$ cat src/rtl/loopyV_data_types.sv
// Shared core data types: funct3 size codes, LSU byte-enable patterns and LSU FSM states.
package loopyV_data_types;

   localparam logic [2:0] FUNCT3_BYTE       = 3'b000;
   localparam logic [2:0] FUNCT3_HALFWORD   = 3'b001;
   localparam logic [2:0] FUNCT3_WORD       = 3'b010;
   localparam logic [2:0] FUNCT3_BYTE_U     = 3'b100;
   localparam logic [2:0] FUNCT3_HALFWORD_U = 3'b101;

   localparam logic [3:0] LSU_BE_BYTE = 4'b0001;
   localparam logic [3:0] LSU_BE_HALF = 4'b0011;
   localparam logic [3:0] LSU_BE_WORD = 4'b1111;

   typedef enum logic [1:0] {
      IDLE,
      REQ,
      WAIT
   } lsu_state_e;

   // Codes the decoder already flags as illegal are serviced as full words.
   function automatic logic [2:0] norm_size(input logic [2:0] f);
      case (f)
         FUNCT3_BYTE, FUNCT3_HALFWORD, FUNCT3_BYTE_U, FUNCT3_HALFWORD_U: norm_size = f;
         default:                                                        norm_size = FUNCT3_WORD;
      endcase
   endfunction

endpackage

$ cat src/rtl/lsu_align.sv
// Combinational lane logic for the LSU: byte enables, store-lane replication,
// load shift and sign/zero extension.
module lsu_align
   import loopyV_data_types::*;
(
   input  logic [2:0]  size_i,
   input  logic [1:0]  addr_lo_i,
   input  logic [31:0] wdata_i,
   input  logic [31:0] rdata_i,
   output logic [3:0]  be_o,
   output logic [31:0] wdata_o,
   output logic [31:0] load_o
);

   logic [7:0]  byte_v;
   logic [15:0] half_v;

   always_comb begin
      be_o    = LSU_BE_WORD;
      wdata_o = wdata_i;
      load_o  = rdata_i;
      byte_v  = 8'(rdata_i >> {addr_lo_i, 3'b000});
      half_v  = 16'(rdata_i >> {addr_lo_i[1], 4'b0000});
      case (size_i)
         FUNCT3_BYTE, FUNCT3_BYTE_U: begin
            be_o    = LSU_BE_BYTE << addr_lo_i;
            wdata_o = {4{wdata_i[7:0]}};
            load_o  = (size_i == FUNCT3_BYTE) ? {{24{byte_v[7]}}, byte_v}
                                              : {24'd0, byte_v};
         end
         FUNCT3_HALFWORD, FUNCT3_HALFWORD_U: begin
            be_o    = LSU_BE_HALF << {addr_lo_i[1], 1'b0};
            wdata_o = {2{wdata_i[15:0]}};
            load_o  = (size_i == FUNCT3_HALFWORD) ? {{16{half_v[15]}}, half_v}
                                                  : {16'd0, half_v};
         end
         default: ;
      endcase
   end

endmodule

$ cat src/rtl/lsu_controller.sv
// Load/store unit sequencer for the shared data-memory bus (req/gnt/rvalid).
// Optional MISALIGN_TRAP_EN: misaligned half/word accesses trap instead of truncating.
module lsu_controller
   import loopyV_data_types::*;
#(
   parameter int unsigned TIMEOUT_CYC = 255,
   parameter int unsigned ADDR_W      = 32
) (
   input  logic              clk,
   input  logic              rst_n,
   input  logic              load_req_i,
   input  logic              store_req_i,
   input  logic [2:0]        size_sel_i,
   input  logic [ADDR_W-1:0] addr_i,
   input  logic [31:0]       wdata_i,
   input  logic [4:0]        rd_addr_i,
   output logic              mem_req_o,
   output logic              mem_we_o,
   output logic [3:0]        mem_be_o,
   output logic [ADDR_W-1:0] mem_addr_o,
   output logic [31:0]       mem_wdata_o,
   input  logic              mem_gnt_i,
   input  logic              mem_rvalid_i,
   input  logic [31:0]       mem_rdata_i,
   input  logic              mem_err_i,
   output logic              stall_o,
`ifdef MISALIGN_TRAP_EN
   output logic              misalign_o,
`endif
   output logic              wb_valid_o,
   output logic [31:0]       wb_data_o,
   output logic [4:0]        wb_rd_o,
   output logic              lsu_err_o
);

   localparam logic [7:0] TO_LAST = 8'(TIMEOUT_CYC - 1);

   lsu_state_e        state_q, state_d;
   logic [ADDR_W-1:0] addr_q;
   logic [2:0]        size_q;
   logic [31:0]       wdata_q;
   logic [4:0]        rd_q;
   logic              is_load_q;
   logic [7:0]        cnt_q;

   logic        any_req, misaligned, timeout;
   logic        wb_fire, err_fire;
   logic [3:0]  be;
   logic [31:0] wrep, ld_data;

   assign any_req = load_req_i | store_req_i;
   assign timeout = (cnt_q == TO_LAST) && !mem_rvalid_i;

`ifdef MISALIGN_TRAP_EN
   logic        trap_fire;
   logic [2:0]  size_n;
   assign size_n     = norm_size(size_sel_i);
   assign misaligned = ((size_n == FUNCT3_HALFWORD || size_n == FUNCT3_HALFWORD_U) && addr_i[0])
                    || ((size_n == FUNCT3_WORD) && (addr_i[1:0] != 2'b00));
`else
   assign misaligned = 1'b0;
`endif

   lsu_align u_align (
      .size_i    (size_q),
      .addr_lo_i (addr_q[1:0]),
      .wdata_i   (wdata_q),
      .rdata_i   (mem_rdata_i),
      .be_o      (be),
      .wdata_o   (wrep),
      .load_o    (ld_data)
   );

   always_ff @(posedge clk) begin
      if (!rst_n) state_q <= IDLE;
      else        state_q <= state_d;
   end

   always_comb begin
      state_d = state_q;
      unique case (state_q)
         IDLE:    if (any_req && !misaligned)      state_d = REQ;
         REQ:     if (mem_gnt_i)                   state_d = WAIT;
         WAIT:    if (mem_rvalid_i || timeout)     state_d = IDLE;
         default:                                  state_d = IDLE;
      endcase
   end

   always_comb begin
      stall_o     = 1'b0;
      mem_req_o   = 1'b0;
      mem_we_o    = 1'b0;
      mem_be_o    = '0;
      mem_addr_o  = '0;
      mem_wdata_o = '0;
      wb_fire     = 1'b0;
      err_fire    = 1'b0;
`ifdef MISALIGN_TRAP_EN
      trap_fire   = 1'b0;
`endif
      unique case (state_q)
         IDLE: begin
            stall_o = any_req;
`ifdef MISALIGN_TRAP_EN
            trap_fire = any_req && misaligned;
`endif
         end
         REQ: begin
            stall_o     = 1'b1;
            mem_req_o   = 1'b1;
            mem_we_o    = !is_load_q;
            mem_be_o    = be;
            mem_addr_o  = {addr_q[ADDR_W-1:2], 2'b00};
            mem_wdata_o = wrep;
         end
         WAIT: begin
            stall_o  = 1'b1;
            wb_fire  = mem_rvalid_i && is_load_q && !mem_err_i;
            err_fire = (mem_rvalid_i && mem_err_i) || timeout;
         end
         default: ;
      endcase
   end

   always_ff @(posedge clk) begin
      if (!rst_n) begin
         addr_q     <= '0;
         size_q     <= '0;
         wdata_q    <= '0;
         rd_q       <= '0;
         is_load_q  <= 1'b0;
         cnt_q      <= '0;
         wb_valid_o <= 1'b0;
         wb_data_o  <= '0;
         wb_rd_o    <= '0;
         lsu_err_o  <= 1'b0;
`ifdef MISALIGN_TRAP_EN
         misalign_o <= 1'b0;
`endif
      end else begin
         // Load has priority when decode flags both; the store is dropped.
         if (state_q == IDLE && any_req && !misaligned) begin
            addr_q    <= addr_i;
            size_q    <= norm_size(size_sel_i);
            wdata_q   <= wdata_i;
            rd_q      <= rd_addr_i;
            is_load_q <= load_req_i;
         end
         if (state_q == REQ && mem_gnt_i) cnt_q <= '0;
         else if (state_q == WAIT)        cnt_q <= cnt_q + 8'd1;
         wb_valid_o <= wb_fire;
         if (wb_fire) begin
            wb_data_o <= ld_data;
            wb_rd_o   <= rd_q;
         end
         lsu_err_o <= err_fire;
`ifdef MISALIGN_TRAP_EN
         misalign_o <= trap_fire;
`endif
      end
   end

endmodule

$ cat config.mk
export PLATFORM = sky130hd
export DESIGN_NAME = lsu_controller
export DESIGN_NICKNAME = d
export VERILOG_FILES = /design/src/rtl/loopyV_data_types.sv /design/src/rtl/lsu_align.sv /design/src/rtl/lsu_controller.sv
export SDC_FILE = /design/constraint.sdc
export NUM_CORES = 1
export LEC_CHECK = 0
export BUFFER_PORTS_ARGS = -buffer_cell sky130_fd_sc_hd__buf_2
export CAP_MARGIN = 15
export CORE_MARGIN = 1.5
export CORE_UTILIZATION = 45
export CTS_CLUSTER_DIAMETER = 200
export DETAILED_ROUTE_END_ITERATION = 8
export PLACE_DENSITY_LB_ADDON = 0.1
export SKIP_CTS_REPAIR_TIMING = 1
export SLEW_MARGIN = 25
export SYNTH_ARGS = -nofsm -noshare
export SYNTH_HDL_FRONTEND = slang
export SYNTH_SLANG_ARGS = --single-unit
$ cat constraint.sdc
create_clock -name clk -period 1.8 [get_ports clk]
set_input_delay 0.36 -clock clk [delete_from_list [all_inputs] [get_ports clk]]
set_output_delay 0.36 -clock clk [all_outputs]
set_load 0.1 [all_outputs]
==> results.md <==
- Core area: between 10,000 and 15,000 um^2
- Clock slew seen by the registers of the worst setup and hold paths: ~0.060 ns
- TritonCTS Buffers: 17
- Clock skew: ~0.012 ns
- EDFF count, synth: 0
- Worst EP arrival: between 1.5 and 2 ns
- Crit Path Category: reg -> out
- Die area: about 14,000 um^2
- Combinational Power Share: 0.374
- Hold_ws: approximately 0.18 ns
- NumNets Final: roughly 1,100
- Syn_area_per_cell: roughly 8.1 um^2
- Clock share of power: 0.337
- Max Slew Vio Count: 0
- Top Ports: 221
- Final Wtd Congestion: between 0.8 and 0.9
- Synth warnings: 0
- Sw frac: 0.365
- # fillers: between 900 and 1,000
- Tcrit/Tclk final: 1.12
- Reg area: between 2000 and 2500 um^2
- Top-area cell type share of the netlist area: 0.410
- Drt via density: 5.38
- Slew @ Worst Pin: between 0.6 and 0.7 ns
- Cell taking the most area after synthesis: dfxtp_1
- Min cycle time layout: around 2 ns
- Root Buffer: clkbuf_16
- Peak Freq: 497 MHz
- Sequential-to-total area share from yosys stat: 0.410
- Cells after synthesis: approximately 740
- Hold Crit Class: in -> reg
- Global-route usage over all layers: 0.274
- Crit Path Max Fanout: 5
- Area occupied by multi-input gates: 3630 um^2
- Layout cell share with drive strength beyond 1: 0.413
- Max-Cap Viols: 0
- Setup violators final: a little under 70
- Die Wd: approximately 120 um
- CTS tree: built
- Total negative setup slack: -10.53 ns
- Die height: ~120 um
- Total number of vias: just over 6,000
- Total congestion overflow: 0
- Vias in the first global route: approximately 6,000
- Commonest non-fill, non-tap cells in the layout: nand2_1 (211), buf_2 (149), dfxtp_1 (116)
- Detailed Routing Iterations Pass 1: 5
- Area Overhead vs Synth: 61.1%
- Leak pwr: approximately 0.0040 uW
- # clock sinks: ~120
- Top post-synthesis cells by area: dfxtp_1 (41%), nand2_1 (13%), a21boi_0 (11%), and2_1 (4.9%), o21ai_0 (3.8%)
- DRC Markers: 0
- DRT Wirelength: 19,600 um
- CP Capture Type: primary output
- Skew-Pair Late Insertion Delay: ~0.43 ns
- Final cell count without fillers: 1,145
- Global-route wire length before repair: approximately 31,000 um
- Async SR Flop Fraction: 0
- Net Sw Power: around 4000 uW
- Commonest non-fill, non-tap cell in the layout: nand2_1
- Max-slew headroom: 0.543
- Worst vdd ir: roughly 0.00081 V
- Port Buf Inserts: between 200 and 250
- Pwr per Cell Area: roughly 1100 nW/um^2
- Count of cell types in the netlist: 42
- Sequential group share of total power: 0.288
- Dpl cells: about 1,100
- Outcome: finished with violations
- Fin worst setup slack: -0.212 ns
- Drt initial violations: approximately 580
- Initial Util: 0.466
- H-tree depth: 4
- ANT nets after route: 0
- Hold Vio Cnt, Final: 0
- Mapped Area: 5950 um^2
- # rows: 41
- Critical Path Start Type: flop
- Unrepaired setup endpoints after global routing: yes
- Failing checks: setup timing
- Hold path cells: 3
- Flops & latches, synth: ~120
- Pin count of the biggest net entering global routing: between 60 and 70
- Most used DFF post-synth: dfxtp_1
- Routed wire per std cell: between 15 and 20 um
- Int Pwr: about 7000 uW
- Longest Clk Path Bufs: 2
- DP Wirelength: ~13,000 um
- Worst endpoint required time: around 1.4 ns
- Initial antenna violation count: 2
- Worst r2r path cells: 7
-- per-layer routing --
layer / GRT usage / routed length, um
met1: 0.310 / 7710
met2: 0.473 / 9620
met3: 0.102 / 1820
met4: 0.0953 / 455
met5: 0 / 0
-- flip-flops by register name, summed over array words and instances, names as in the netlist --
signal      count
addr_q         32
state_q         2
wdata_q        32
wb_data_o      32
wb_valid_o      1
cnt_q           8
size_q          3
rd_q            5
wb_rd_o         5
is_load_q       1
lsu_err_o       1
-- through the flow --
stage	cell area, um^2	worst slack [ns]	total power [uW]	utilization
floorplan	6320	-0.152	5750	-
global placement	8730	-0.0379	7020	0.683
detailed placement	8730	-0.180	7100	0.683
CTS	9370	-0.371	10800	0.734
global route	9590	-0.261	11400	0.751
finish	9590	-0.212	11000	0.751
-- power groups by stage --
stage               clock network (uW)  registers (uW)  logic (uW)
CTS                               3750            3160        3920
detailed placement                   0            3210        3890
floorplan                            0            3200        2550
global placement                     0            3200        3830
finish                            3720            3180        4120
global route                      3880            3200        4340
-- synthesized netlist by cell type, types with 3 or more instances --
cell / count
mux2i_1: 18
clkbuf_1: 49
a22o_1: 15
o21ai_0: 45
dfxtp_1: 122
nand4_1: 3
inv_1: 4
ha_1: 7
a21oi_1: 37
a221oi_1: 15
nand2_1: 212
buf_2: 8
a21boi_0: 85
mux4_2: 8
nor2b_1: 15
and2_1: 47
nor2_1: 13
xor2_1: 3
-- cells by family (layout without fill, tap and decap cells) --
kind of cell / Yosys count / in the layout / share of synthesized area
compound gates: 204 / 204 / 0.232
xor+xnor: 5 / 5 / 0.00736
fa+ha+maj: 7 / 7 / 0.0147
buf+inv: 67 / 299 / 0.0464
flops: 122 / 122 / 0.410
mux: 26 / 26 / 0.0605
other cells: 1 / 4 / 0.000630
simple gates: 306 / 306 / 0.228
-- worst paths after layout --
kind,endpoint,slack [ns],start
setup / recovery,mem_wdata_o[24],-0.21,state_q[1]
hold / removal,wdata_q[3],0.18,wdata_i[3]
setup reg to reg,wb_data_o[12],0.07,addr_q[1]
hold reg to reg,wb_rd_o[0],0.46,wb_rd_o[0]
-- critical path, stage by stage, from the launching register on --
cell	delay (ns)
dfxtp_2	0.37
inv_4	0.06
ha_4	0.20
buf_12	0.14
clkbuf_16	0.14
and2_4	0.16
buf_12	0.16
-- area by class of cell --
cell class,instances,area share
Antenna cell,2,0.000522
Clock buffer,19,0.0472
Clock inverter,13,0.0198
Inverter,5,0.00287
Multi-Input combinational cell,550,0.379
Sequential cell,122,0.256
Tap cell,172,0.0224
Timing Repair Buffer,262,0.272
Power figures use the tool's default switching activity.
